**src/rtl/uart_tx_arbiter_if.sv**
```systemverilog
// Requester and transmitter signals of the UART TX arbiter.
// The slave side is the arbiter. The master side is the requesters plus the transmitter.
interface uart_tx_arbiter_if #(
   parameter int NUM_REQ   = 4,
   parameter int DAT_WIDTH = 8
);
   localparam int IDW = $clog2(NUM_REQ);

   logic [NUM_REQ-1:0]           req_valid;
   logic [NUM_REQ*DAT_WIDTH-1:0] req_data;
   logic [NUM_REQ-1:0]           req_last;
   logic [NUM_REQ-1:0]           req_ready;
   logic                         tx_send;
   logic [DAT_WIDTH-1:0]         tx_data;
   logic                         tx_busy;
   logic                         grant_valid;
   logic [IDW-1:0]               grant_id;

   modport master (
      output req_valid, req_data, req_last, tx_busy,
      input  req_ready, tx_send, tx_data, grant_valid, grant_id
   );

   modport slave (
      input  req_valid, req_data, req_last, tx_busy,
      output req_ready, tx_send, tx_data, grant_valid, grant_id
   );
endinterface

```
**src/rtl/uart_tx_arbiter.sv**
```systemverilog
// Round-robin, message-granular arbiter that shares one unbuffered UART transmitter.
// A grant lasts until the last byte clears the line, or until the holder stalls past IDLE_TIMEOUT.
module uart_tx_arbiter #(
   parameter int NUM_REQ      = 4,
   parameter int DAT_WIDTH    = 8,
   parameter int IDLE_TIMEOUT = 1024
) (
   input  logic            clk,
   input  logic            rst,
   uart_tx_arbiter_if.slave bus
);
   localparam int IDW = $clog2(NUM_REQ);
   localparam int TW  = (IDLE_TIMEOUT > 1) ? $clog2(IDLE_TIMEOUT) : 1;
   localparam logic [TW-1:0] TMO_LAST = TW'((IDLE_TIMEOUT > 0) ? IDLE_TIMEOUT - 1 : 0);

   localparam logic [1:0] S_IDLE      = 2'd0;
   localparam logic [1:0] S_LOCKED    = 2'd1;
   localparam logic [1:0] S_WAIT_BUSY = 2'd2;
   localparam logic [1:0] S_WAIT_DONE = 2'd3;

   logic [1:0]     state_q, state_d;
   logic [IDW-1:0] rr_ptr_q, rr_ptr_d;
   logic [IDW-1:0] grant_id_q, grant_id_d;
   logic           grant_valid_q, grant_valid_d;
   logic           last_q, last_d;
   logic [TW-1:0]  tmo_q, tmo_d;

   logic [NUM_REQ-1:0][DAT_WIDTH-1:0] req_arr;
   logic [IDW-1:0]                    win_id;
   logic                              sel_valid;
   logic                              locked;
   logic                              hs;

   // First valid index after p, wrapping; p itself is searched last.
   function automatic logic [IDW-1:0] rr_pick(input logic [NUM_REQ-1:0] v,
                                              input logic [IDW-1:0]     p);
      logic [IDW-1:0] sel;
      logic [IDW-1:0] cand;
      logic           hit;
      sel = '0;
      hit = 1'b0;
      for (int k = 1; k <= NUM_REQ; k++) begin
         cand = IDW'((int'(p) + k) % NUM_REQ);
         if (!hit && v[cand]) begin
            hit = 1'b1;
            sel = cand;
         end
      end
      return sel;
   endfunction

   assign req_arr   = bus.req_data;
   assign win_id    = rr_pick(bus.req_valid, rr_ptr_q);
   assign locked    = (state_q == S_LOCKED);
   assign sel_valid = bus.req_valid[grant_id_q];
   assign hs        = locked && sel_valid && !bus.tx_busy;

   assign bus.tx_send     = hs;
   assign bus.req_ready   = hs ? (NUM_REQ'(1) << grant_id_q) : '0;
   assign bus.tx_data     = locked ? req_arr[grant_id_q] : '0;
   assign bus.grant_valid = grant_valid_q;
   assign bus.grant_id    = grant_id_q;

   always_comb begin
      state_d       = state_q;
      rr_ptr_d      = rr_ptr_q;
      grant_id_d    = grant_id_q;
      grant_valid_d = grant_valid_q;
      last_d        = last_q;
      tmo_d         = tmo_q;
      case (state_q)
         S_IDLE: begin
            if (|bus.req_valid) begin
               state_d       = S_LOCKED;
               grant_id_d    = win_id;
               rr_ptr_d      = win_id;
               grant_valid_d = 1'b1;
               tmo_d         = '0;
            end
         end
         S_LOCKED: begin
            if (hs) begin
               last_d  = bus.req_last[grant_id_q];
               tmo_d   = '0;
               state_d = S_WAIT_BUSY;
            end else if (!sel_valid && IDLE_TIMEOUT != 0) begin
               // Stalled holder: revoke. rr_ptr stays on it so it ranks last next time.
               if (tmo_q == TMO_LAST) begin
                  state_d       = S_IDLE;
                  grant_valid_d = 1'b0;
                  grant_id_d    = '0;
               end else begin
                  tmo_d = tmo_q + TW'(1);
               end
            end
         end
         S_WAIT_BUSY: state_d = S_WAIT_DONE;
         S_WAIT_DONE: begin
            if (!bus.tx_busy) begin
               if (last_q) begin
                  state_d       = S_IDLE;
                  grant_valid_d = 1'b0;
                  grant_id_d    = '0;
               end else begin
                  state_d = S_LOCKED;
                  tmo_d   = '0;
               end
            end
         end
         default: state_d = S_IDLE;
      endcase
   end

   always_ff @(posedge clk) begin
      if (rst) begin
         state_q       <= S_IDLE;
         rr_ptr_q      <= IDW'(NUM_REQ - 1);
         grant_id_q    <= '0;
         grant_valid_q <= 1'b0;
         last_q        <= 1'b0;
         tmo_q         <= '0;
      end else begin
         state_q       <= state_d;
         rr_ptr_q      <= rr_ptr_d;
         grant_id_q    <= grant_id_d;
         grant_valid_q <= grant_valid_d;
         last_q        <= last_d;
         tmo_q         <= tmo_d;
      end
   end
endmodule

```
**src/flat_wrapper.sv**
```systemverilog
// flat-port wrapper written by rule: the top's interface ports become plain ports
module uart_tx_arbiter_flat 
#(
   parameter int NUM_REQ      = 4,
   parameter int DAT_WIDTH    = 8,
   parameter int IDLE_TIMEOUT = 1024
)
  (clk, rst, bus_req_valid, bus_req_data, bus_req_last, bus_tx_busy, bus_req_ready, bus_tx_send, bus_tx_data, bus_grant_valid, bus_grant_id);
  uart_tx_arbiter_if #(.NUM_REQ(NUM_REQ), .DAT_WIDTH(DAT_WIDTH)) bus_i ();
  input  logic clk;
  input  logic rst;
  input wire logic [$bits(bus_i.req_valid)-1:0] bus_req_valid;
  input wire logic [$bits(bus_i.req_data)-1:0] bus_req_data;
  input wire logic [$bits(bus_i.req_last)-1:0] bus_req_last;
  input wire logic [$bits(bus_i.tx_busy)-1:0] bus_tx_busy;
  output wire logic [$bits(bus_i.req_ready)-1:0] bus_req_ready;
  output wire logic [$bits(bus_i.tx_send)-1:0] bus_tx_send;
  output wire logic [$bits(bus_i.tx_data)-1:0] bus_tx_data;
  output wire logic [$bits(bus_i.grant_valid)-1:0] bus_grant_valid;
  output wire logic [$bits(bus_i.grant_id)-1:0] bus_grant_id;
  assign bus_i.req_valid = bus_req_valid;
  assign bus_i.req_data = bus_req_data;
  assign bus_i.req_last = bus_req_last;
  assign bus_i.tx_busy = bus_tx_busy;
  assign bus_req_ready = bus_i.req_ready;
  assign bus_tx_send = bus_i.tx_send;
  assign bus_tx_data = bus_i.tx_data;
  assign bus_grant_valid = bus_i.grant_valid;
  assign bus_grant_id = bus_i.grant_id;
  uart_tx_arbiter #(.NUM_REQ(NUM_REQ), .DAT_WIDTH(DAT_WIDTH), .IDLE_TIMEOUT(IDLE_TIMEOUT)) u_core (.clk(clk), .rst(rst), .bus(bus_i));
endmodule
```
**config.mk**
```make
export PLATFORM = sky130hd
export DESIGN_NAME = uart_tx_arbiter_flat
export DESIGN_NICKNAME = d
export VERILOG_FILES = /design/src/rtl/uart_tx_arbiter_if.sv /design/src/rtl/uart_tx_arbiter.sv /design/src/flat_wrapper.sv
export SDC_FILE = /design/constraint.sdc
export NUM_CORES = 1
export LEC_CHECK = 0
export CORE_ASPECT_RATIO = 0.8
export CORE_MARGIN = 2
export CORE_UTILIZATION = 44
export DETAILED_ROUTE_END_ITERATION = 8
export HOLD_SLACK_MARGIN = 0.02
export PLACE_DENSITY = 0.9
export SYNTH_ARGS = -nofsm -noshare
export SYNTH_HDL_FRONTEND = slang
export SYNTH_SLANG_ARGS = --single-unit
```
**constraint.sdc**
```tcl
create_clock -name clk -period 2.38 [get_ports clk]
set_clock_uncertainty 0.1 [all_clocks]
set_input_delay 0.238 -clock clk [delete_from_list [all_inputs] [get_ports clk]]
set_output_delay 0.238 -clock clk [all_outputs]
set_load 0.01 [all_outputs]
```
**After elaboration in Yosys (flattened, before gate mapping)**

Cells that the tools add are included.

- Logic and storage cells: 97
- Bits in registers: 18

- Muxes and demuxes: 49
- Reduce and logical (&&, ||, !) cells: 17
- Shift operators: 1
- Equal/unequal tests: 14
- Add/sub/neg operators: 5
- Magnitude comparators: 5

Operators with widths:

| operator | number |
|---|---|
| 2-to-1 mux 10 bit | 6 |
| case mux 10 bit (3 select lines) | 1 |
| 2-to-1 mux 2 bit | 13 |
| binary-select mux 8 bit (select 2 bit) | 1 |
| 2-to-1 mux 1 bit | 16 |
| 2-to-1 mux 8 bit | 2 |
| less-than comparator 2 x 3 -> 1 bit (second input constant) | 5 |
| binary-select mux 1 bit (select 2 bit) | 6 |
| adder 10 x 1 -> 10 bit (second input constant) | 1 |
| == test 10 bit (second input constant) | 1 |
| != test 2 bit (second input constant) | 5 |
| != test 3 bit (second input constant) | 3 |
| case mux 2 bit (4 select lines) | 1 |
| AND reduction 7 bit | 1 |
| case mux 2 bit (3 select lines) | 1 |
| AND reduction 6 bit | 1 |
| logical AND 1 bit | 5 |
| adder 2 x 1 -> 2 bit (second input constant) | 2 |
| adder 2 bit (second input constant) | 2 |
| == test 2 bit (second input constant) | 2 |
| logical NOT 1 bit | 4 |
| 2-to-1 mux 4 bit | 1 |
| != test 2 x 1 -> 1 bit (second input constant) | 2 |
| AND reduction 2 bit | 2 |
| other kinds (7) | 7 |

**Longest topological paths before layout**

Gate-level depths: netlist (run 1).

- Word-level depth: 15
- Mapped depth: 6

**Worst setup path before layout (run 1)**

No wires, ideal clock.

- Kind: register to register
- From: register u_core.grant_id_q[0], in the netlist u_core.bus.grant_id[0]
- To: register u_core.grant_valid_q, in the netlist u_core.bus.grant_valid
- Setup slack: 0.392 ns
- Required time: 2.147 ns
- Buffers on the path: 1
- Arrival: 1.755 ns
- Stages on the path, launching flop included: 6
- Clock period less this slack: 1.988 ns
- Cell sequence: dfxtp_1 -> buf_6 -> mux4_2 -> nand4b_1 -> a221oi_2 -> o22ai_1

- Cells in the longest elaborated chain, start to end: 6
- Elaborated cells on any way between the ends: 7

Ends and longest elaborated chain:

| element | RTL line | text |
|---|---|---|
| start, declared | uart_tx_arbiter.sv:23 | `logic [IDW-1:0] grant_id_q, grant_id_d;` |
| start signal, assigned | uart_tx_arbiter.sv:125 | `grant_id_q <= grant_id_d;` |
| binary-select mux 1 bit (select 2 bit) (*) | uart_tx_arbiter.sv:55 | `assign sel_valid = bus.req_valid[grant_id_q];` |
| 2-to-1 mux 1 bit (implied by the code) (*) | uart_tx_arbiter.sv:55 |  |
| logical AND 1 bit (2 in a row) | uart_tx_arbiter.sv:56 | `assign hs = locked && sel_valid && !bus.tx_busy;` |
| != test 2 bit (no source line) | - |  |
| AND reduction 7 bit (no source line) (*) | - |  |
| end signal, assigned | uart_tx_arbiter.sv:126 | `grant_valid_q <= grant_valid_d;` |
| end, declared | uart_tx_arbiter.sv:24 | `logic grant_valid_q, grant_valid_d;` |

Mark *: on every way between the ends. The rest lies on a longest branch, timed or not. The select of a mux whose other input is x is not followed.
A chain may end at the register's enable or synchronous reset.

**Final worst setup path (run 1)**

- From: input port bus_tx_busy
- To: output port bus_req_ready[2]

- Cells in the longest elaborated chain, start to end: 3

Ends and longest elaborated chain:

| element | RTL line | text |
|---|---|---|
| start, declared | flat_wrapper.sv:15 | `input wire logic [$bits(bus_i.tx_busy)-1:0] bus_tx_busy;` |
| logical NOT 1 bit | uart_tx_arbiter.sv:56 |  |
| logical AND 1 bit | uart_tx_arbiter.sv:56 |  |
| 2-to-1 mux 4 bit | uart_tx_arbiter.sv:59 | `assign bus.req_ready = hs ? (NUM_REQ'(1) << grant_id_q) : '0;` |
| end, declared | flat_wrapper.sv:16 | `output wire logic [$bits(bus_i.req_ready)-1:0] bus_req_ready;` |

Every way passes these cells.

==> flow_summary.ini, run 1 <==
[final_layout]
areaGrowthSynthToFinish_pct = 55.0
final_layout_size_suffix_gt1_frac = 0.213
finalNetCount = 289
final_cell_count_no_fill = 284
n_antenna_cell = 0
final_util = 0.734

[floorplanning]
core_area_um2 = 3180
die_height_um = 56.3
ios = 59
start_util = 0.473
die-area_um2 = 3900
die_w_um = 69.3
row_count = 18

[timing]
period_share = 0.966
rsz0062_at_grt = false
setup_viol = 0
layout_min_cycle_time_ns = 2.30
hold_viol_final = 0
fmax_mhz = 435
final-max-slew-violation-count = 0
slew_headroom = 0.641
worstMarginPinSlew_ns = 0.538

[synthesis]
yosysWarnings = 0
synthAdderAreaFrac = 0.00833
synthMuxAreaShare = 0.172
synth_most_common_cell = dfxtp_1
synth_xor_area_frac = 0
syn_nets = 216
synth_top_area_frac = 0.240
synth_seq_cells = 18
synth_top_cell_by_area = dfxtp_1
avgSynthCellArea_um2 = 8.74
ys_types = 51
synth_area_leaders = dfxtp_1, mux4_2, nor2b_1
synth_commonest_cells = dfxtp_1, nand2_1, inv_1, nor2b_1, mux4_2
async_flop_share = 0
syn_area_um2 = 1500
seq_area_frac_synth = 0.240
synth_edf_count = 0
synth_compound_area_frac = 0.244
synth_top_family_by_area = simple AND/OR/NAND/NOR gates
synthSimpleGateAreaFrac = 0.271
synthCells = 172
yosys_most_used_dff = dfxtp_1

[job]
maxCapViolCount = 0

[global_route]
track_usage = 0.241
grt_pass1_wl_um = 7700
grt_overflow = 0
grt_max_degree = 16
grt_pass1_vias = 1599
antenna_found_initial = 0

[outcome]
status = finished clean

[setup_path]
endpoint = bus_req_ready[2]
worstSetupPathType = input port to primary output
start_kind = input port
timing.rr.end = u_core.tmo_q[9]
cp-end-kind = primary output
cp_max_fo = 5
r2r_cells = 4
arrival_ns = 1.96
critPathLaunch = bus_tx_busy
rrSetupSlack_ns = 0.39
worstPathRequired_ns = 2.04

[placement]
port_buffers = 58
dp.cells = 279
place_hpwl_um = 3610
gp_congestion = 0.942

[detailed_routing]
vias = 1669
routedWlPerCell_um = 16.2
postRouteAntennaNets = 0
drt-total-wl_um = 4590
via_per_inst = 5.88
drt_iter0_drc = 55
drt_pass1_iterations = 4
route.detailed.drc = 0

[power_and_ir_drop]
power.leakage_nw = 0.874
p_per_area_nw_per_um2 = 458
ir_worst_vdd_mv = 0.417

[clock_tree]
cts_max_path_buffers = 2
clk_pin_slew_ns = 0.07
cts_tree = yes
cts_inserted_buffers = 3
root_buffer = clkbuf_8
htree_levels = 1
cts_num_sinks = 18
clk_latency_ns = 0.26

[min_path]
min_path_type = register to register
-- cells in the final DEF (no fill, tap or decap), drive strengths merged, types with 2 or more instances in the layout --
| master | count |
|---|---|
| or4 | 2 |
| nand4 | 3 |
| dlymetal6s2s | 4 |
| o21ai | 6 |
| mux2 | 2 |
| clkdlybuf4s50 | 54 |
| a221oi | 5 |
| inv | 11 |
| mux4 | 10 |
| nor2 | 8 |
| nand3 | 9 |
| nor3b | 3 |
| a22oi | 2 |
| nand3b | 2 |
| and4 | 3 |
| a31oi | 4 |
| a21oi | 7 |
| a211o | 3 |
| o22ai | 3 |
| clkbuf | 4 |
| nor3 | 4 |
| o211ai | 3 |
| nand2b | 5 |
| nand4b | 2 |
| dfxtp | 18 |
| nor2b | 11 |
| buf | 20 |
| nand2 | 14 |
-- sequential cells by signal, indices dropped and copies added (netlist names), named ones only --
signal	count
u_core.tmo_q	10
u_core.bus.grant_id	2
u_core.rr_ptr_q	2
u_core.bus.grant_valid	1
u_core.last_q	1
u_core.state_q	1
-- timing repair --
item / 4_1_cts / 5_1_grt
buffers inserted: 0 / 1
hold buffers: 0 / 0
setup endpoints to repair: 10 / 9
gates resized for setup: 5 / 10
-- stage by stage --
step	area [um2]	total power [mW]	setup WS, ns	TNS [ns]	hold slack (ns)
global route	2330	1.12	0.00650	0	0.414
global placement	2220	0.791	0.0184	0	0.345
detailed placement	2220	0.803	-0.0165	-0.0165	0.366
floorplan	1500	0.591	0.392	0	0.343
finish	2330	1.07	0.0814	0	0.376
CTS	2290	1.06	0.0143	0	0.380
-- worst min path at each step --
stage          slack [ns]  cells past startpoint              startpoint                     end
3_3_place_gp         0.35                      2  u_core.bus.grant_valid  u_core.bus.grant_valid
3_5_place_dp         0.37                      2  u_core.bus.grant_valid  u_core.bus.grant_valid
5_1_grt              0.41                      2  u_core.bus.grant_valid  u_core.bus.grant_valid
2_1_floorplan        0.34                      2             bus_tx_busy                register
4_1_cts              0.38                      2  u_core.bus.grant_valid  u_core.bus.grant_valid
6_report             0.38                      2  u_core.bus.grant_valid  u_core.bus.grant_valid
-- metal layers --
metal	part of all wire	routed length [um]	track usage	vias up
met2	0.50	2320	0.413	56
met4	0.010	46	0.0448	0
li1	-	-	-	815
met5	0	0	0	-
met1	0.43	1980	0.320	792
met3	0.055	254	0.0467	6
-- logic make-up (layout without fill, tap and decap cells) --
logic type | after synthesis | count (layout)
simple gates | 71 | 71
compound gates | 47 | 47
buf+inv | 22 | 94
flops | 18 | 18
mux | 13 | 13
fa+ha+maj | 1 | 1
-- final cells by class --
cell class                      count  area [um2]
Clock buffer                        4        55.1
Sequential cell                    18         365
Inverter                           12        45.0
Fill cell                         227         846
Timing Repair Buffer               78         748
Tap cell                           40        50.0
Multi-Input combinational cell    132        1070
-- critical path, stage by stage --
cell and delay [ns]:
clkdlybuf4s50_1 0.50, nor2b_1 0.19, a22o_1 0.19, nand2_2 0.10
nor3b_2 0.18, clkdlybuf4s50_1 0.55
-- where the power goes --
group	switching (mW)	internal, mW	total [mW]
logic	0.189	0.271	0.460
clock network	0.110	0.147	0.257
registers	0.0281	0.322	0.350
(Power assumes the default switching activity.)
==> inputs of run 2 (changes only) <==
--- a/config.mk
+++ b/config.mk
@@ -5,7 +5,6 @@
 export SDC_FILE = /design/constraint.sdc
 export NUM_CORES = 1
 export LEC_CHECK = 0
-export CORE_ASPECT_RATIO = 0.8
 export CORE_MARGIN = 2
 export CORE_UTILIZATION = 44
 export DETAILED_ROUTE_END_ITERATION = 8
==> flow_summary.ini, run 2 (same netlist as run 1, synthesis figures left out) <==
[timing]
layout_min_cycle_time_ns = 2.31
fmax_mhz = 433
final-max-slew-violation-count = 0
rsz0062_at_grt = false
worstMarginPinSlew_ns = 0.556
setup_viol = 0
hold_viol_final = 0
slew_headroom = 0.629
period_share = 0.969
setup_ws_ns = 0.0730
whs_ns = 0.371

[outcome]
status = finished clean

[detailed_routing]
routedWlPerCell_um = 16.0
drt-total-wl_um = 4590
vias = 1657
drt_iter0_drc = 123
via_per_inst = 5.77
drt_pass1_iterations = 4
route.detailed.drc = 0
postRouteAntennaNets = 0

[setup_path]
timing.rr.end = u_core.bus.grant_valid
timing.rr.start = u_core.tmo_q[0]
worstPathRequired_ns = 2.04
critical_path.slowest_cell = clkdlybuf4s50_1
r2r_cells = 5
cp-end-kind = primary output
start_kind = register
worstSetupPathType = register to primary output
cp_max_fo = 15
slowest_delay_ns = 0.51
path_cells = buf_12 -> mux4_2 -> nor2b_1 -> clkdlybuf4s50_1
rrSetupSlack_ns = 0.37
arrival_ns = 1.97

[clock_tree]
cts_resized = 5
cts_inserted_buffers = 3
root_buffer = clkbuf_4
clk_latency_ns = 0.30
htree_levels = 1
cts_hold_buf = 0
clk_pin_slew_ns = 0.10
cts_num_sinks = 18
cts_max_path_buffers = 2
cts_tree = yes
post_cts_buffers = 0

[final_layout]
finalNetCount = 287
max_flop_register = u_core.tmo_q
final_common_cell = clkdlybuf4s50_1
final_layout_size_suffix_gt1_frac = 0.187
areaGrowthSynthToFinish_pct = 52.3
layout_common_cells = clkdlybuf4s50_1, buf_4, dfxtp_1
final_cell_count_no_fill = 287
largest_register_ffs = 10
n_antenna_cell = 0
final_util = 0.691

[global_route]
grt_overflow = 0
grt_pass1_vias = 1646
track_usage = 0.246
antenna_found_initial = 0
grt_max_degree = 16
grt_pass1_wl_um = 7750

[floorplanning]
ios = 59
die_w_um = 62.4
die_height_um = 62.4
die-area_um2 = 3900
start_util = 0.454
core_area_um2 = 3310
row_count = 21

[placement]
dp.cells = 284
pre_cts_ws_ns = -0.0116
place_hpwl_um = 3660
gp_congestion = 0.928
port_buffers = 58

[job]
maxCapViolCount = 0

[power_and_ir_drop]
ir_worst_vdd_mv = 0.343
p_per_area_nw_per_um2 = 416
power.leakage_nw = 0.936

[min_path]
min_to = u_core.bus.grant_valid
min_path_type = register to register
min_delay_path_depth = 2
holdCritStartpoint = u_core.bus.grant_valid
==> run 2: cell types whose count changed in the layout (fill, tap and decap cells not counted), sizes merged <==
cell,previous run,this run
buf,20,18
dlygate4sd2,0,1
clkbuf,4,3
clkdlybuf4s50,54,48
dlymetal6s2s,4,9
==> run 2: layout make-up <==
cell class              count  area [um2]
repair buffers             76         749
well taps                  46        57.6
flip-flops and latches     18         368
inverters                  12        45.0
clock buffers               3        22.5
multi-input cells         132        1050
fillers                   287        1020
==> run 2: critical path, delay by kind of cell, from the launching register on <==
| kind | cells | cell delay, ns |
|---|---|---|
| buffers and inverters | 2 | 0.67 |
| DFF | 1 | 0.39 |
| muxes | 1 | 0.49 |
| and+or+nand+nor | 1 | 0.14 |
==> run 2: metrics by stage <==
step	setup TNS [ns]	area, um2	total power [mW]
floorplan	0	1500	0.591
CTS	0	2260	0.958
finish	0	2290	0.953
global placement	0	2230	0.795
global route	0	2290	1.00
detailed placement	-0.0309	2230	0.804
==> run 2: how the worst max path moves through the flow <==
stage / from / endpoint / slack [ns] / depth (start not counted)
3_3_place_gp: bus_req_valid[3] / bus_req_ready[3] / 0.02 / 7
2_1_floorplan: u_core.bus.grant_id[0] / u_core.bus.grant_valid / 0.39 / 5
6_report: u_core.bus.grant_id[0] / bus_tx_data[5] / 0.07 / 4
5_1_grt: u_core.bus.grant_id[0] / bus_tx_data[0] / 0.003 / 4
4_1_cts: u_core.bus.grant_id[0] / bus_tx_data[7] / 0.0003 / 4
3_5_place_dp: bus_req_valid[1] / u_core.bus.grant_valid / -0.01 / 6
==> run 2: per-layer routing <==
layer | up-vias | routed length, um | global-route usage | part of all wire
met5 | - | 0 | 0 | 0
met1 | 797 | 1850 | 0.292 | 0.40
met4 | 0 | 33 | 0.0500 | 0.0072
li1 | 815 | - | - | -
met3 | 5 | 170 | 0.0450 | 0.037
met2 | 40 | 2540 | 0.460 | 0.55
==> run 2: power breakdown <==
group	leakage [nW]	switching, mW	internal [mW]
sequential	0.148	0.0267	0.322
clock	0.0138	0.0961	0.0591
combinational	0.774	0.185	0.264
total	0.936	0.308	0.645
==> inputs of run 3 (changes only) <==
--- a/config.mk
+++ b/config.mk
@@ -6,10 +6,11 @@
 export NUM_CORES = 1
 export LEC_CHECK = 0
 export CORE_MARGIN = 2
-export CORE_UTILIZATION = 44
+export CORE_UTILIZATION = 40
 export DETAILED_ROUTE_END_ITERATION = 8
 export HOLD_SLACK_MARGIN = 0.02
-export PLACE_DENSITY = 0.9
+export MAX_ROUTING_LAYER = met4
+export PLACE_DENSITY = 0.86
 export SYNTH_ARGS = -nofsm -noshare
 export SYNTH_HDL_FRONTEND = slang
 export SYNTH_SLANG_ARGS = --single-unit
==> constraint.sdc (replaced) <==
create_clock -name clk -period 2 [get_ports clk]
set_clock_uncertainty 0.1 [all_clocks]
set_input_delay 0.2 -clock clk [delete_from_list [all_inputs] [get_ports clk]]
set_output_delay 0.2 -clock clk [all_outputs]
set_load 0.01 [all_outputs]
==> flow_summary.ini, run 3 (same netlist as run 1, synthesis figures left out) <==
[outcome]
status = complete, but fails checks
violations = setup timing

[setup_path]
path_cells = buf_6 -> mux4_2 -> nand4b_1 -> buf_4 -> a221oi_4 -> o2bb2ai_1
timing.rr.end = u_core.bus.grant_id[1]
rrSetupSlack_ns = -0.11
critical_path.slowest_cell = mux4_2
slowest_delay_ns = 0.56
worstSetupPathType = register to register
path_buf_inv = 2
cp_max_fo = 4
start_kind = register
cp-end-kind = register
arrival_ns = 2.15
r2r_cells = 6
cp.depth = 6
worstPathRequired_ns = 2.04
timing.rr.start = u_core.bus.grant_id[0]
critical-path-top-delay-family = multiplexers
critPathLaunch = u_core.bus.grant_id[0]
endpoint = u_core.bus.grant_id[1]

[timing]
setup_ws_ns = -0.111
slew_headroom = 0.691
fmax_mhz = 474
whs_ns = 0.381
worstMarginPinSlew_ns = 0.463
rsz0062_at_grt = true
layout_min_cycle_time_ns = 2.11
setup_viol = 7
final-max-slew-violation-count = 0
hold_viol_final = 0
period_share = 1.06

[clock_tree]
root_buffer = clkbuf_8
cts_inserted_buffers = 3
cts_max_path_buffers = 2
cts_num_sinks = 18
htree_levels = 1
cts_tree = yes
cts_hold_buf = 0
clk_latency_ns = 0.25
clk_pin_slew_ns = 0.07

[floorplanning]
core_area_um2 = 3630
die-area_um2 = 4260
start_util = 0.414
row_count = 22
ios = 59
die_w_um = 65.3
die_height_um = 65.3

[detailed_routing]
drt_iter0_drc = 79
routedWlPerCell_um = 17.3
postRouteAntennaNets = 0
route.detailed.drc = 0
drt_pass1_iterations = 4
via_per_inst = 5.77
vias = 1790
drt-total-wl_um = 5360

[final_layout]
n_antenna_cell = 0
final_common_cell = clkdlybuf4s50_1
finalNetCount = 307
max_flop_register = u_core.tmo_q
final_layout_size_suffix_gt1_frac = 0.321
final_util = 0.703
areaGrowthSynthToFinish_pct = 69.9
layout_common_cells = clkdlybuf4s50_1, buf_4, dfxtp_1
largest_register_ffs = 10

[power_and_ir_drop]
p_per_area_nw_per_um2 = 525
ir_worst_vdd_mv = 0.399
power.leakage_nw = 0.946

[global_route]
grt_pass1_wl_um = 8160
grt_max_degree = 12
grt_pass1_vias = 1734
grt_overflow = 0
track_usage = 0.255
antenna_found_initial = 0

[placement]
place_hpwl_um = 3990
gp_congestion = 0.914
port_buffers = 58

[min_path]
holdCritStartpoint = u_core.bus.grant_valid
min_path_type = register to register

[job]
maxCapViolCount = 0
-- run 3: cell types whose count changed in the layout (fill, tap and decap cells not counted), sizes merged --
cell           change
dlygate4sd2        -1
clkdlybuf4s50      -5
buf               +21
clkdlybuf4s15     +10
clkbuf             +3
dlymetal6s2s       -7
-- run 3: routing by layer --
metal  up-vias  part of all wire  global-route usage  routed length (um)
met5         -                 0                   -                   0
met4         0             0.011              0.0573                  57
met3         6             0.037              0.0462                 197
met2        49              0.54               0.458                2910
met1       883              0.41               0.298                2190
li1        852                 -                   -                   -
-- run 3: stage by stage --
stage                     power (mW)  instances  worst slack [ns]  area [um2]  setup TNS [ns]
after floorplan                0.703        172            0.0123        1500               0
after global placement         0.986        300            -0.274        2340           -3.81
after detailed placement        1.00        300            -0.347        2340           -4.48
after CTS                       1.31        308            -0.133        2450          -0.426
after global routing            1.41        310            -0.166        2550          -0.992
final                           1.34        310            -0.111        2550          -0.406
-- run 3: worst min path at each step --
stage                             end  slack [ns]  cells after the start
2_1_floorplan                register        0.30                      2
3_3_place_gp   u_core.bus.grant_valid        0.35                      2
3_5_place_dp   u_core.bus.grant_valid        0.36                      2
4_1_cts        u_core.bus.grant_valid        0.38                      2
5_1_grt        u_core.bus.grant_valid        0.41                      2
6_report       u_core.bus.grant_valid        0.38                      2
-- run 3: cell type report --
cell class / count / area, um2
Clock buffer: 4 / 55.1
Fill cell: 272 / 1080
Multi-Input combinational cell: 132 / 1140
Timing Repair Buffer: 96 / 885
Tap cell: 48 / 60.1
Sequential cell: 18 / 368
Inverter: 12 / 45.0
-- run 3: worst min-delay path, delay by kind of cell (launching register included) --
family           cells  cell delay (ns)
AND/OR/NAND/NOR      1             0.05
flip-flops           1             0.32
AO/OA/AOI/OAI        1             0.06
-- run 3: report_power, final --
group | total, mW | internal (mW) | switching [mW]
logic | 0.625 | 0.363 | 0.263
clock network | 0.298 | 0.175 | 0.123
registers | 0.417 | 0.384 | 0.0330
-- run 3: what timing repair did --
action | in CTS | in global routing
hold endpoints to repair | 0 | 0
resized for setup | 26 | 34
buffers inserted | 4 | 3
pin swaps | 2 | 10
endpoints found under the setup margin | 20 | 23
==> edit 1: new RTL, config.mk and constraints of run 3 <==
`NUM_REQ` is set to 4 in 3 places; all go to 8.
--- a/src/rtl/uart_tx_arbiter_if.sv
+++ b/src/rtl/uart_tx_arbiter_if.sv
@@ -1,7 +1,7 @@
 // Requester and transmitter signals of the UART TX arbiter.
 // The slave side is the arbiter. The master side is the requesters plus the transmitter.
 interface uart_tx_arbiter_if #(
-   parameter int NUM_REQ   = 4,
+   parameter int NUM_REQ   = 8,
    parameter int DAT_WIDTH = 8
 );
    localparam int IDW = $clog2(NUM_REQ);
--- a/src/rtl/uart_tx_arbiter.sv
+++ b/src/rtl/uart_tx_arbiter.sv
@@ -1,7 +1,7 @@
 // Round-robin, message-granular arbiter that shares one unbuffered UART transmitter.
 // A grant lasts until the last byte clears the line, or until the holder stalls past IDLE_TIMEOUT.
 module uart_tx_arbiter #(
-   parameter int NUM_REQ      = 4,
+   parameter int NUM_REQ      = 8,
    parameter int DAT_WIDTH    = 8,
    parameter int IDLE_TIMEOUT = 1024
 ) (
--- a/src/flat_wrapper.sv
+++ b/src/flat_wrapper.sv
@@ -1,7 +1,7 @@
 // flat-port wrapper written by rule: the top's interface ports become plain ports
 module uart_tx_arbiter_flat 
 #(
-   parameter int NUM_REQ      = 4,
+   parameter int NUM_REQ      = 8,
    parameter int DAT_WIDTH    = 8,
    parameter int IDLE_TIMEOUT = 1024
 )
Interface: changed (5 resized); port bits go from 59 to 104. No check against the original RTL was run, so the function may have changed too.
==> edit 1 against run 3 <==
The flow still finishes with violations (setup timing). Total power rose to 4.4 times the old value. Worst setup slack got worse by 0.78 ns. Via count rose by 83%. Wire length rose by 98%. Die area rose by 66%. Synthesized area rose by 71%. Hold slack improved by 0.028 ns. First-iteration DRC count rose to 3.5 times the old value. Sequential power rose by 48%. Final area rose by 75%. Final cell count rose by 70%. Sequential cell count rose by 2.
==> edit 1: results (changes against run 3) <==
Timing
  • Setup WS post-layout: -0.889 ns (-0.778 ns)
  • Final setup violation count: 34 (+27)
  • Total Neg Setup Slack: -12.36 ns (-11.95 ns)

Run status
  • Run status: finished with violations
  • Failing checks: setup timing

Global routing
  • Met3 Track Usage GR: 0.0393 (-0.00690)
  • Met2 Track Usage GR: 0.514 (+0.0558)
  • First-pass GRT wire length: 16700 um (+100%)
  • Vias in the first global route: 3440 (+98%)

Worst setup path
  • Worst reg2reg path depth: 10 (+4)
  • CP peak stage delay: 0.52 ns (-0.04 ns)
  • Worst setup path startpoint: u_core.rr_ptr_q[0]
  • Crit path max fanout: 6 (+2)
  • Critical Path AT: 2.98 ns (+0.83 ns)

Pwr
  • Clk. pwr: 0.318 mW (+6.7%)
  • Leakage: 1.78 nW (+88%)
  • Max VDD drop: 0.00114 V (+190%)
  • Seq group: 0.616 mW (+48%)
  • Int Power: 3.36 mW (+260%)
  • PD cells: 1330 nW/um^2 (+150%)

Routing
  • Via count: 3272 (+83%)
  • Met2 wire length: 5430 um (+86%)
  • Met3 WL: 812 um (+310%)
  • M1 WL: 3910 um (+79%)
  • Pre-Repair DR Iteration Count: 5 (+1)

Synthesis
  • Synth top area cells: mux4_2 30%, dfxtp_1 16%, nor2_1 5.5%
  • Post-synthesis adder-cell area fraction: 0.0146 (+0.00625)
  • Post-synthesis average cell area: 8.91 um^2 (+2.0%)
  • Post-synthesis compound-gate area fraction: 0.161 (-0.0826)
  • Syn nets: 375 (+74%)
  • Sequential-to-total area share from yosys stat: 0.155 (-0.0843)

Placed design
  • RePlAce Congestion: 0.974 (+6.5%)
  • Post-Place Cells: 513 (+71%)
  • Detailed placer's ending HPWL: 7120 um (+78%)
  • # port buffers: 103 (+78%)

Cells and area
  • Nets@finish: 538 (+75%)
  • Fillers: 400 (+47%)

Clock network
  • Post-CTS setup buffers: 12 (+8)
==> edit 1: cell types whose count changed in the layout (fill, tap and decap cells not counted), moves of 9 or more <==
cell	delta
clkdlybuf4s50_1	+35
buf_4	+33
nor2_1	+29
mux4_2	+24
mux2i_1	+11
buf_2	+9
nor2b_1	-9
==> edit 1: layout make-up <==
cell class | instances | share of cell area
tap | 77 | 0.0216
inverter | 12 | 0.0129
sequential | 20 | 0.0926
clock buffer | 4 | 0.0124
multi-input combinational | 230 | 0.492
timing repair buffer | 185 | 0.368
==> edit 1: worst min path at each step <==
stage | startpoint | to | slack (ns) | depth (start not counted)
floorplan | rst | u_core.rr_ptr_q[1] | 0.22 | 2
global placement | u_core.bus.grant_valid | u_core.bus.grant_valid | 0.37 | 2
detailed placement | u_core.last_q | u_core.state_q[0] | 0.39 | 1
CTS | u_core.last_q | u_core.state_q[0] | 0.40 | 1
global route | u_core.tmo_q[7] | u_core.tmo_q[7] | 0.43 | 2
finish | u_core.tmo_q[7] | u_core.tmo_q[7] | 0.41 | 2
==> edit 2: new RTL, settings of run 3 <==
Without the edit above. Make the reset (`rst`) asynchronous in one clocked block.
--- a/src/rtl/uart_tx_arbiter.sv
+++ b/src/rtl/uart_tx_arbiter.sv
@@ -111,7 +111,7 @@
       endcase
    end
 
-   always_ff @(posedge clk) begin
+   always_ff @(posedge clk or posedge rst) begin
       if (rst) begin
          state_q       <= S_IDLE;
          rr_ptr_q      <= IDW'(NUM_REQ - 1);
Behaviour: differs if rst is asserted again (counterexample within 4 cycles, from zero or initial values and one cycle with rst high); with rst held inactive, the same outputs for 10 cycles.
==> edit 2 against run 3 <==
The flow still finishes with violations (setup timing). Critical path depth unchanged. Sequential cell count did not move. Synthesized area increased by 1.2%. Worst setup slack got worse by 0.019 ns. Non-clock buffer count is the same. Global-route usage increased by 0.11 points. Sequential share of layout area rose by 2.9 points. Final area grew 2.7%. Wire length grew 5.8%. Critical endpoint is now bus_tx_data[5].
Power is not compared: it rests on default switching activity, and its combinational part moved more than twofold at a synthesized area within 25%.
==> edit 2: results (changes against run 3) <==
Timing
  • Hold_ws: 0.174 ns (-0.208 ns)
  • Setup WS post-layout: -0.130 ns (-0.0193 ns)
  • Slew HR: 0.626 (-0.0649)
  • Final setup violation count: 16 (+9)
  • Total Neg Setup Slack: -0.908 ns (-0.501 ns)

Synthesis
  • Most common cell in the netlist: dfrtp_1
  • Post-synthesis adder-cell area fraction: 0.00823 (-0.0000959)
  • XOR/XNOR share of the synthesized area: 0 (unchanged)
  • Sequential-to-total area share from yosys stat: 0.298 (+0.0581)
  • Synth unique cells: 49 (-3.9%)
  • Mux share of post-synthesis cell area: 0.170 (-0.00198)
  • Post-synthesis compound-gate area fraction: 0.239 (-0.00528)
  • Synth top area cells: dfrtp_1 26%, mux4_2 15%, and2_1 3.7%
  • Ys async rst share: 1.00 (+1.00)
  • Commonest cells post-synth: 16 x dfrtp_1, 14 x nand2_1, 10 x mux4_2
  • Yosys warns: 0 (unchanged)
  • Syn nets: 198 (-8.3%)

Placed design
  • # port buffers: 58 (unchanged)
  • Worst slack, placed: -0.246 ns (+0.101 ns)
  • Detailed placer's ending HPWL: 3200 um (-20%)
  • RePlAce Congestion: 0.832 (-9.0%)

Worst setup path
  • R2r startpoint: u_core.bus.grant_id[0]
  • Worst r2r dst: u_core.tmo_q[6]
  • CP peak stage delay: 0.49 ns (-0.07 ns)
  • Crit path max fanout: 3 (-1)
  • Setup slack, reg-to-reg: -0.05 ns (+0.06 ns)
  • Critical Path AT: 1.83 ns (-0.32 ns)

Cells and area
  • Fillers: 240 (-12%)
  • Nets@finish: 290 (-5.5%)
  • Layout cell share with drive strength beyond 1: 0.398 (+0.0769)
  • Biggest register: u_core.tmo_q
  • Diode count: 0 (unchanged)

Global routing
  • Gr usage total: 0.257 (+0.00111)
  • Largest net degree at the start of global routing: 19 (+7)
  • First-pass GRT wire length: 8160 um (about the same)
  • Vias in the first global route: 1667 (-3.9%)

Routing
  • Via-to-Cell Ratio: 5.84 (+1.2%)
  • Final WL: 5670 um (+5.8%)
  • DRT iter0 DRCs: 135 (+71%)

Clock network
  • Clock-pin slew on the worst setup and hold paths: 0.07 ns (about the same)

Run status
  • Failing checks: setup timing
  • Run status: finished with violations

Pwr
  • PD cells: 1300 nW/um^2
  • Leakage: 1.08 nW
  • Max VDD drop: 0.000781 V

Hold path
  • Class of the worst hold path: input port to async pin
-- edit 2: worst reg2reg max path, cell delays in order, from the launching register on --
cell and delay (ns):
dfrtp_1 0.41, mux4_2 0.59, buf_8 0.18, buf_12 0.13
a2111oi_4 0.22, o21ai_1 0.10, a22o_1 0.22
-- edit 2: final cells by class --
class | count | area (um^2) | share of cell area
Timing Repair Buffer | 96 | 918 | 0.350
Tap cell | 48 | 60.1 | 0.0229
Sequential cell | 18 | 453 | 0.173
Multi-Input combinational cell | 123 | 1130 | 0.433
Clock buffer | 3 | 41.3 | 0.0157
Inverter | 4 | 15.0 | 0.00573
-- edit 2: metrics by stage --
stage | cell area (um^2) | std cells | utilization
3_3_place_gp | 2260 | 271 | 0.618
4_1_cts | 2490 | 291 | 0.679
2_1_floorplan | 1520 | 154 | -
3_5_place_dp | 2260 | 271 | 0.618
5_1_grt | 2620 | 292 | 0.716
6_report | 2620 | 292 | 0.716
-- edit 2: power by group --
group | leakage (nW) | internal [mW] | switching, mW | total (mW)
Clock | 0.0216 | 0.134 | 0.120 | 0.254
Combinational | 0.830 | 1.42 | 1.13 | 2.55
Sequential | 0.228 | 0.493 | 0.118 | 0.611
Total | 1.08 | 2.05 | 1.36 | 3.42
-- edit 2: logic make-up (layout without fill, tap and decap cells) --
family / Yosys count / in the layout
compound gates: 45 / 45
fa+ha+maj: 1 / 1
buf+inv: 13 / 103
flops: 18 / 18
mux: 13 / 13
simple gates: 64 / 64
-- edit 2: how the worst max path moves through the flow --
stage	to	startpoint	slack, ns
floorplan	u_core.tmo_q[0]	u_core.bus.grant_id[0]	0.04
global placement	bus_req_ready[3]	bus_req_valid[3]	-0.24
detailed placement	bus_req_ready[3]	bus_req_valid[1]	-0.25
CTS	bus_tx_data[3]	u_core.bus.grant_id[0]	-0.14
global route	bus_tx_data[5]	u_core.bus.grant_id[0]	-0.17
finish	bus_tx_data[5]	u_core.bus.grant_id[0]	-0.13
-- edit 2: timing repair --
| item | in CTS | in global routing |
|---|---|---|
| pin swaps | 9 | 16 |
| cloned | 0 | 0 |
| endpoints found under the setup margin | 19 | 27 |
| buffers inserted | 17 | 4 |
| hold endpoints to repair | 0 | 0 |
| resized for setup | 75 | 30 |
-- edit 2: routing by layer --
layer | track usage | wire length (um) | up-vias
li1 | - | - | 776
met1 | 0.294 | 2080 | 817
met2 | 0.437 | 2960 | 89
met3 | 0.0325 | 330 | 24
met4 | 0.135 | 297 | 0
met5 | - | 0 | -
